==> config.mk <==
export PLATFORM = sky130hd
export DESIGN_NAME = ahb_rom_dual_port_arbiter
export DESIGN_NICKNAME = d
export VERILOG_FILES = /design/src/rtl/ahb_rom_dual_port_arbiter.sv
export SDC_FILE = /design/constraint.sdc
export NUM_CORES = 1
export LEC_CHECK = 0
export CAP_MARGIN = 20
export CORE_ASPECT_RATIO = 1.4
export CORE_MARGIN = 2
export CORE_UTILIZATION = 33
export CTS_CLUSTER_SIZE = 40
export DETAILED_ROUTE_END_ITERATION = 12
export MAX_ROUTING_LAYER = met4
export PLACE_DENSITY = 0.89
export SYNTH_ARGS = -nofsm -noshare
export SYNTH_HDL_FRONTEND = slang
export SYNTH_HIERARCHICAL = 1
export SYNTH_SLANG_ARGS = --single-unit
==> constraint.sdc <==
create_clock -name clk -period 3.05 [get_ports clk]
set_input_delay 0.305 -clock clk [delete_from_list [all_inputs] [get_ports clk]]
set_output_delay 0.305 -clock clk [all_outputs]
set_load 0.01 [all_outputs]
==> src/rtl/ahb_rom_dual_port_arbiter.sv <==
// ahb_rom_dual_port_arbiter
//   Shares one single-port synchronous boot ROM between two AHB-lite slave
//   ports. P0 is the core instruction bus, P1 the data/debug bus. Each read
//   beat is arbitrated for the ROM; an uncontested read completes with zero
//   wait states and the losing port of a contested cycle gets one wait state.
//   Writes are answered with a two-cycle ERROR response and never reach the ROM.
//
// Ports
//   clk, rstn                 clock, synchronous active-low reset
//   pN_hsel_i .. pN_hready_i  AHB-lite slave inputs for port N (N = 0, 1)
//   pN_hrdata_o               read data (ROM data while in the data phase)
//   pN_hreadyout_o            slave HREADYOUT
//   pN_hresp_o                1 = ERROR
//   rom_req_o, rom_addr_o     ROM read strobe and byte address
//   rom_rdata_i               ROM data, valid the cycle after rom_req_o

// Checks that both ports are never stalled waiting for the ROM at once.
module ahb_rom_dual_port_arbiter_chk (
  input logic clk,
  input logic rstn,
  input logic wait0,
  input logic wait1
);
  a_single_wait: assert property (@(posedge clk) disable iff (!rstn) !(wait0 && wait1));
endmodule

module ahb_rom_dual_port_arbiter #(
  parameter int AHB_ADDR_WIDTH = 32,
  parameter int AHB_DATA_WIDTH = 32,
  parameter int ROM_ADDR_WIDTH = 16,
  parameter int ROM_OFFSET     = 32'h80,
  parameter bit RR_MODE        = 1'b0
) (
  input  logic                      clk,
  input  logic                      rstn,
  input  logic                      p0_hsel_i,
  input  logic [AHB_ADDR_WIDTH-1:0] p0_haddr_i,
  input  logic                      p0_hwrite_i,
  input  logic [1:0]                p0_htrans_i,
  input  logic                      p0_hready_i,
  output logic [AHB_DATA_WIDTH-1:0] p0_hrdata_o,
  output logic                      p0_hreadyout_o,
  output logic                      p0_hresp_o,
  input  logic                      p1_hsel_i,
  input  logic [AHB_ADDR_WIDTH-1:0] p1_haddr_i,
  input  logic                      p1_hwrite_i,
  input  logic [1:0]                p1_htrans_i,
  input  logic                      p1_hready_i,
  output logic [AHB_DATA_WIDTH-1:0] p1_hrdata_o,
  output logic                      p1_hreadyout_o,
  output logic                      p1_hresp_o,
  output logic                      rom_req_o,
  output logic [ROM_ADDR_WIDTH-1:0] rom_addr_o,
  input  logic [AHB_DATA_WIDTH-1:0] rom_rdata_i
);

  localparam int RAW = ROM_ADDR_WIDTH;
  localparam logic [RAW-1:0] ROM_OFF = RAW'(ROM_OFFSET);

  typedef enum logic [2:0] {
    ST_IDLE = 3'd0,
    ST_WAIT = 3'd1,
    ST_DATA = 3'd2,
    ST_ERR1 = 3'd3,
    ST_ERR2 = 3'd4
  } state_e;

  logic [1:0]     hsel_s, hready_s, hwrite_s, htrans_nsq_s;
  logic [RAW-1:0] haddr_s [2];

  state_e         state_q [2];
  state_e         state_d [2];
  logic [RAW-1:0] pend_addr_q [2];
  logic [RAW-1:0] pend_addr_d [2];
  logic [1:0]     hreadyout_q, hreadyout_d;
  logic [1:0]     hresp_q, hresp_d;
  logic           rr_last_q, rr_last_d;   // 1 = P1 was granted last

  logic [1:0]     accept_s, rd_s, wr_s, waiting_s, grant_s;
  logic           contested_s;
  logic [RAW-1:0] sel_addr_s;
  logic           unused_s;

  assign hsel_s       = {p1_hsel_i, p0_hsel_i};
  assign hready_s     = {p1_hready_i, p0_hready_i};
  assign hwrite_s     = {p1_hwrite_i, p0_hwrite_i};
  assign htrans_nsq_s = {p1_htrans_i[1], p0_htrans_i[1]};
  assign haddr_s[0]   = p0_haddr_i[RAW-1:0];
  assign haddr_s[1]   = p1_haddr_i[RAW-1:0];

  // Upper address bits and htrans[0] play no part in a ROM read.
  assign unused_s = ^{p0_haddr_i[AHB_ADDR_WIDTH-1:RAW], p1_haddr_i[AHB_ADDR_WIDTH-1:RAW],
                      p0_htrans_i[0], p1_htrans_i[0]};

  // Transfer qualification and one-per-cycle ROM grant.
  always_comb begin
    accept_s    = 2'b00;
    rd_s        = 2'b00;
    wr_s        = 2'b00;
    waiting_s   = 2'b00;
    for (int n = 0; n < 2; n++) begin
      waiting_s[n] = (state_q[n] == ST_WAIT);
      // Only states that present HREADYOUT=1 with no pending beat take a new address.
      if (state_q[n] == ST_IDLE || state_q[n] == ST_DATA || state_q[n] == ST_ERR2) begin
        accept_s[n] = rstn & hsel_s[n] & hready_s[n] & htrans_nsq_s[n];
      end else begin
        accept_s[n] = 1'b0;
      end
      rd_s[n] = accept_s[n] & ~hwrite_s[n];
      wr_s[n] = accept_s[n] & hwrite_s[n];
    end
    contested_s = rd_s[0] & rd_s[1] & ~waiting_s[0] & ~waiting_s[1];

    // A port already stalled owns the ROM; otherwise at most one fresh read
    // survives the contest.
    grant_s = 2'b00;
    if (!rstn) begin
      grant_s = 2'b00;
    end else if (waiting_s[0]) begin
      grant_s = 2'b01;
    end else if (waiting_s[1]) begin
      grant_s = 2'b10;
    end else if (contested_s) begin
      if (RR_MODE && !rr_last_q) begin
        grant_s = 2'b10;
      end else begin
        grant_s = 2'b01;
      end
    end else begin
      grant_s = rd_s;
    end

    if (contested_s) begin
      rr_last_d = grant_s[1];
    end else begin
      rr_last_d = rr_last_q;
    end

    sel_addr_s = '0;
    if (grant_s[1]) begin
      sel_addr_s = waiting_s[1] ? pend_addr_q[1] : haddr_s[1];
    end else if (grant_s[0]) begin
      sel_addr_s = waiting_s[0] ? pend_addr_q[0] : haddr_s[0];
    end else begin
      sel_addr_s = '0;
    end
  end

  assign rom_req_o  = |grant_s;
  // Wraps modulo 2^RAW, so addresses below the offset alias to the top of the ROM.
  assign rom_addr_o = rom_req_o ? (sel_addr_s - ROM_OFF) : '0;

  // Per-port next state, pending address and next registered response.
  always_comb begin
    for (int n = 0; n < 2; n++) begin
      state_d[n]     = state_q[n];
      pend_addr_d[n] = pend_addr_q[n];
      case (state_q[n])
        ST_IDLE, ST_DATA, ST_ERR2: begin
          if (wr_s[n]) begin
            state_d[n] = ST_ERR1;
          end else if (rd_s[n] && grant_s[n]) begin
            state_d[n] = ST_DATA;
          end else if (rd_s[n]) begin
            state_d[n]     = ST_WAIT;
            pend_addr_d[n] = haddr_s[n];
          end else begin
            state_d[n] = ST_IDLE;
          end
        end
        ST_WAIT: state_d[n] = ST_DATA;
        ST_ERR1: state_d[n] = ST_ERR2;
        default: state_d[n] = ST_IDLE;
      endcase

      case (state_d[n])
        ST_WAIT: begin
          hreadyout_d[n] = 1'b0;
          hresp_d[n]     = 1'b0;
        end
        ST_ERR1: begin
          hreadyout_d[n] = 1'b0;
          hresp_d[n]     = 1'b1;
        end
        ST_ERR2: begin
          hreadyout_d[n] = 1'b1;
          hresp_d[n]     = 1'b1;
        end
        default: begin
          hreadyout_d[n] = 1'b1;
          hresp_d[n]     = 1'b0;
        end
      endcase
    end
  end

  // State, pending address, response and round-robin registers.
  always_ff @(posedge clk) begin
    if (!rstn) begin
      for (int n = 0; n < 2; n++) begin
        state_q[n]     <= ST_IDLE;
        pend_addr_q[n] <= '0;
      end
      hreadyout_q <= 2'b11;
      hresp_q     <= 2'b00;
      rr_last_q   <= 1'b1;
    end else begin
      for (int n = 0; n < 2; n++) begin
        state_q[n]     <= state_d[n];
        pend_addr_q[n] <= pend_addr_d[n];
      end
      hreadyout_q <= hreadyout_d;
      hresp_q     <= hresp_d;
      rr_last_q   <= rr_last_d;
    end
  end

  // ROM data is only valid in the cycle after the grant, so it is steered
  // straight through to the port sitting in its data phase.
  assign p0_hrdata_o    = (state_q[0] == ST_DATA) ? rom_rdata_i : '0;
  assign p1_hrdata_o    = (state_q[1] == ST_DATA) ? rom_rdata_i : '0;
  assign p0_hreadyout_o = hreadyout_q[0];
  assign p1_hreadyout_o = hreadyout_q[1];
  assign p0_hresp_o     = hresp_q[0];
  assign p1_hresp_o     = hresp_q[1];

  ahb_rom_dual_port_arbiter_chk u_chk (
    .clk   (clk),
    .rstn  (rstn),
    .wait0 (waiting_s[0]),
    .wait1 (waiting_s[1])
  );

endmodule

# Word level (Yosys, flattened, before mapping)
# Memories as Yosys holds them, arrays and structs flattened.
# Index checks and enable logic that the tools add are counted.
[op_classes] bitwise=21 addsub=1 mux=39 eq_ne=14 n_reduce_logical=15
[op_table] cell="$mux W16" count=15
[op_table] cell="$mux W32" count=2
[op_table] cell="$eq A3 B2 Y1 const B" count=6
[op_table] cell="$pmux W3 S3" count=2
[op_table] cell="$mux W2" count=8
[op_table] cell="$sub A16 B8 Y16 const B" count=1
[op_table] cell="$and A1 B1 Y1" count=13
[op_table] cell="$eq A3 B1 Y1 const B" count=4
[op_table] cell="$eq A3 B3 Y1 const B" count=4
[op_table] cell="$mux W1" count=10
[op_table] cell="$reduce_or A2 Y1" count=5
[op_table] cell="$logic_not A3 Y1" count=2
[op_table] cell="$mux W3" count=2
[op_table] cell="$reduce_or A3 Y1" count=2
[op_table] cell="$logic_or A1 B1 Y1" count=4
[op_table] cell="$not A1 Y1" count=4
[op_table] cell="$or A1 B1 Y1" count=4
[op_table] cell="$logic_and A1 B1 Y1" count=2
[totals] in_bits=108 n_memories=2 mem_bits_rw=38 register_bits=4 word_cells=94
[memory_table] name="pend_addr_q" depth=2 width=16 read_ports=2 rd_ports_with_merged_regs=0 wr=2 line_no="73" text="logic [RAW-1:0] pend_addr_q [2];"
[memory_table] name="state_q" depth=2 width=3 read_ports=2 rd_ports_with_merged_regs=0 wr=2 line_no="71" text="state_e state_q [2];"

# Logic depth before layout (Yosys ltp)
# An unclocked memory read counts as a cell.
[depth] depth_word=20 depth_mapped=12 mapped_depth_nobuf=10

# Worst setup path after synthesis
# No wires, ideal clock.
[synth_timing] kind="reg-to-output" from="mem state_q[0][2] (netlist name)" to="out rom_addr_o[11]" path_slack_ns=0.106 t_arrival_ns=2.639 stages_incl_launch_ff=12 n_path_buf=3 t_required_ns=2.745 cell_sequence="dfxtp_1 -> or3b_1 -> clkbuf_2 -> buf_2 -> buf_1 -> mux2i_1 -> o22a_1 -> ha_1 -> and2_1 -> o211ai_1 -> or4_1 -> nand2_1"
[synth_lines] item="from (decl)" line_no="71"
[synth_lines] item="to (decl)" line_no="53" text="output logic [ROM_ADDR_WIDTH-1:0] rom_addr_o,"

==> flow_summary.rst <==
.. list-table::
   :header-rows: 1

   * - Metric
     - Value
   * - Reg-to-reg critical path startpoint
     - state_q[0][0]
   * - Weighted congestion at the end of routability-driven global placement
     - 1.02
   * - First-pass GRT wire length
     - 17500 um
   * - Endpoint class of the critical path
     - primary output
   * - Die height
     - 115 um
   * - Worst-margin pin slew
     - 772 ps
   * - Synthesized netlist cell count
     - 355
   * - Setup violation total in the final timing report
     - 4
   * - Adder and majority gate portion of the synthesized area
     - 0.430%
   * - Synthesized-area fraction occupied by xor and xnor cells
     - 0%
   * - Reg2Reg Setup Slack
     - 700 ps
   * - Int Pwr
     - 1.25 mW
   * - Overflow after GRT
     - 0
   * - Total I/O pin count
     - 193
   * - Number of buffers inserted by hold repair at cts
     - 0
   * - Violations in the final reports
     - setup timing
   * - Syn nets
     - 464
   * - Final WS setup
     - -203 ps
   * - Count of non-filler cells in the finished layout
     - 666
   * - Net load switching power
     - 0.365 mW
   * - Filler Cell Count
     - 659
   * - Share of the cycle needed by the critical path after routing
     - 107%
   * - Compound-gate portion of the synthesized area
     - 17.2%
   * - Antenna violations before repair
     - 0
   * - Chip Width
     - 83.3 um
   * - Crit-path slowest cell
     - sky130_fd_sc_hd__or4_4
   * - Via-per-instance ratio
     - 5.29
   * - Number of storage elements in the synthesis netlist
     - 42
   * - Run status
     - finished with violations
   * - Buffers added on ports
     - 158
   * - Total routed wirelength
     - 11700 um
   * - Total vias in the final route
     - 3526
   * - Total die area
     - 9580 um2
   * - Switching part of the total
     - 22.6%
   * - Layout overhead on the synthesized area
     - 85.8%
   * - Maximum net fanout on the critical path
     - 4
   * - Instance area at placement
     - 4840 um2
   * - Worst Hold Endpoint
     - hresp_q[0]
   * - Pwr dens
     - 299 nW/um2
   * - Achievable clock frequency
     - 307 MHz
   * - Critical path data arrival time
     - 2950 ps
   * - Final std cell area, no fill
     - 5400 um2
   * - FF-to-FF End
     - pend_addr_q[0][16]
   * - HPWL after detailed placement
     - 8320 um
   * - Placement row count
     - 40
   * - Post-Synth Simple-Gate Area
     - 33.7%
   * - Worst Hold Class
     - in2reg
   * - Final core utilization
     - 63.1%
   * - Worst path max stage delay
     - 510 ps
   * - Portion of the post-synthesis area used by sequential elements
     - 28.9%
   * - Clock Skew
     - 2.82 ps
   * - Clock Tree Root
     - sky130_fd_sc_hd__clkbuf_16
   * - Vias in the first global route
     - 3560
   * - Clock sink count
     - 42
   * - Cell repeated most along the worst path
     - sky130_fd_sc_hd__buf_6
   * - Kind of critical path
     - reg2out
   * - Worst supply voltage drop on vdd
     - 0.370 mV
   * - Overall Global Routing Usage
     - 23.4%
   * - Clock insertion delay at the later pin of the skew report
     - 280 ps
   * - Worst hold start
     - p0_hwrite_i
   * - Synth Area per Inst
     - 8.19 um2
   * - Net count of the finished layout
     - 669
   * - Static Leakage
     - 2.23 nW
   * - Number of iterations in the first detailed-routing pass
     - 4
   * - Detail Route Antenna Nets
     - 0
   * - Worst r2r path cells
     - 9
   * - Number of failing hold endpoints at the final stage
     - 0
   * - Share of cells above drive strength 1
     - 21.4%
   * - Pin count of the biggest net entering global routing
     - 33
   * - Fraction of power consumed by combinational cells
     - 21.1%
   * - H-tree depth reported by CTS
     - 2
   * - Unrepaired setup endpoints after global routing
     - true
   * - Number of different library cells in the post-synthesis netlist
     - 49
   * - Netlist Area Pre-Place
     - 2910 um2
   * - Worst-path clk slew
     - 60 ps
   * - Maximum buffer depth of the clock tree
     - 2
   * - WL/cell
     - 17.6 um
   * - Warning count from the yosys run
     - 6
   * - Crit path required time
     - 2740 ps
   * - Number of violations of the max-capacitance limit
     - 0
   * - Number of CTS-inserted buffers
     - 5
   * - Cell-by-cell listing of the critical path
     - or3b_4 > buf_6 > mux2i_1 > o22a_1 > ha_2 > and2_4 > o211ai_1 > buf_4 > or4_4 > nand2_2 > buf_6
   * - Post-layout total power
     - 1.62 mW
   * - Mux share of post-synthesis cell area
     - 15.2%
   * - Std-Cell Core Area
     - 8560 um2
   * - Final Max Slew Viols
     - 0
   * - Number of placed cells counting well taps
     - 635
   * - Largest family of logic cells by synthesized area
     - simple AND/OR/NAND/NOR gates
   * - Worst hold path depth
     - 2
   * - Worst slew margin
     - 48.4%
   * - Clock period minus final worst setup slack
     - 3250 ps
   * - Clock tree from TritonCTS
     - built
   * - Number of remaining DRC errors
     - 0
   * - Count of antenna diodes in the layout
     - 0
   * - Count of routing violations after the opening detailed-route iteration
     - 333
   * - Sequential fraction of design power
     - 34.8%
   * - Clock network fraction of total power
     - 44.1%
   * - Startpoint types
     - flip-flop
   * - Initial Util
     - 34.0%
==> flip-flops by register name, summed over array words and instances (netlist names) <==
name	count
pend_addr_q	32
state_q	6
hreadyout_q	2
hresp_q	2
==> layout make-up <==
cell class | instances | area (um2) | area share, %
Sequential cell | 42 | 846 | 15.7
Timing Repair Buffer | 223 | 2090 | 38.7
Tap cell | 105 | 131 | 2.43
Clock inverter | 2 | 60.1 | 1.11
Multi-Input combinational cell | 283 | 2110 | 39.1
Clock buffer | 6 | 139 | 2.57
Inverter | 5 | 18.8 | 0.348
==> power by group through the flow <==
stage          clock [mW]  sequential, mW  combinational [mW]
3_5_place_dp            0           0.573               0.308
6_report            0.712           0.562               0.341
3_3_place_gp            0           0.573               0.301
5_1_grt             0.743           0.562               0.361
2_1_floorplan           0           0.573               0.107
4_1_cts             0.717           0.561               0.321
==> worst max-delay path, delay by kind of cell (launching register included) <==
| kind | cells | cell delay [ps] |
|---|---|---|
| AO/OA/AOI/OAI | 2 | 330 |
| flip-flops | 1 | 320 |
| buffers and inverters | 3 | 440 |
| adder cells (fa/ha/maj) | 1 | 180 |
| AND/OR/NAND/NOR | 4 | 1160 |
| multiplexers | 1 | 230 |
==> cell families after synthesis <==
| logic type | Yosys count |
|---|---|
| buf+inv | 30 |
| mux | 44 |
| fa+ha+maj | 1 |
| compound gates | 64 |
| simple gates | 174 |
| flops | 42 |
==> metrics by stage <==
step                worst slack [ps]  setup TNS (ps)  hold slack, ps
CTS                             -105            -220             441
detailed placement              -621           -3040             446
finish                          -203            -677             442
floorplan                        106               0             415
global route                    -291           -1050             439
global placement                -527           -2660             439
==> synthesized netlist by cell type, drive strengths merged <==
master | n | area share, %
a2111oi | 1 | 0.52
a21boi | 18 | 4.6
a21o | 2 | 0.52
a21oi | 3 | 0.90
a31oi | 1 | 0.73
a32oi | 4 | 1.2
and2 | 72 | 15
and2b | 1 | 0.26
and3 | 2 | 0.60
and4b | 3 | 1.0
buf | 10 | 1.8
clkbuf | 15 | 2.0
dfxtp | 42 | 29
ha | 1 | 0.43
inv | 5 | 0.65
mux2 | 2 | 0.77
mux2i | 42 | 14
nand2 | 43 | 5.6
nand2b | 1 | 0.22
nand3 | 6 | 1.0
nand4 | 3 | 0.65
nor2 | 9 | 1.2
nor2b | 16 | 3.4
nor3 | 5 | 0.86
nor3b | 4 | 1.0
nor4 | 2 | 0.43
nor4bb | 1 | 0.34
o211ai | 4 | 1.2
o21ai | 11 | 1.9
o221ai | 4 | 1.4
o22a | 3 | 0.90
o22ai | 10 | 2.2
o311ai | 1 | 0.30
o31ai | 1 | 0.26
o41ai | 1 | 0.56
or3 | 2 | 0.43
or3b | 1 | 0.30
or4 | 3 | 0.90
==> worst max-delay path by stage <==
stage / startpoint / endpoint / slack [ps]
floorplan: state_q[0][2] / rom_addr_o[11] / 110
global placement: p0_hwrite_i / rom_addr_o[11] / -530
detailed placement: rstn / rom_addr_o[11] / -620
CTS: state_q[0][2] / rom_addr_o[11] / -110
global route: state_q[0][1] / rom_addr_o[11] / -290
finish: state_q[0][1] / rom_addr_o[11] / -200
==> placed cells by master (no fill, tap or decap), drive strengths merged, types with 2 or more instances in the layout <==
cell type	count
clkdlybuf4s50	142
and2	72
buf	69
nand2	43
mux2i	42
dfxtp	42
a21boi	18
nor2b	16
o21ai	11
o22ai	10
nor2	9
clkbuf	9
dlygate4sd2	8
nand3	6
nor3	5
inv	5
nor3b	4
o221ai	4
o211ai	4
a32oi	4
and4b	3
nand4	3
o22a	3
or4	3
a21oi	3
and3	2
or3	2
a21o	2
bufinv	2
nor4	2
mux2	2
==> routing by layer <==
layer  share of wire, %  global-route usage, %  vias to the layer above  wire length [um]
met5                  0                      -                        -                 0
met4                3.8                   12.2                        0               447
met3                6.7                   4.45                       40               783
met2                 52                   41.8                      182              6120
met1                 37                   24.3                     1650              4340
li1                   -                      -                     1654                 -
==> repair_timing <==
| action | 4_1_cts | 5_1_grt |
|---|---|---|
| gates cloned | 0 | 1 |
| resized for setup | 51 | 35 |
| buffers inserted | 13 | 10 |
| endpoints found under the setup margin | 10 | 9 |
| pin swaps | 13 | 12 |
Power figures use the tool's default switching activity.
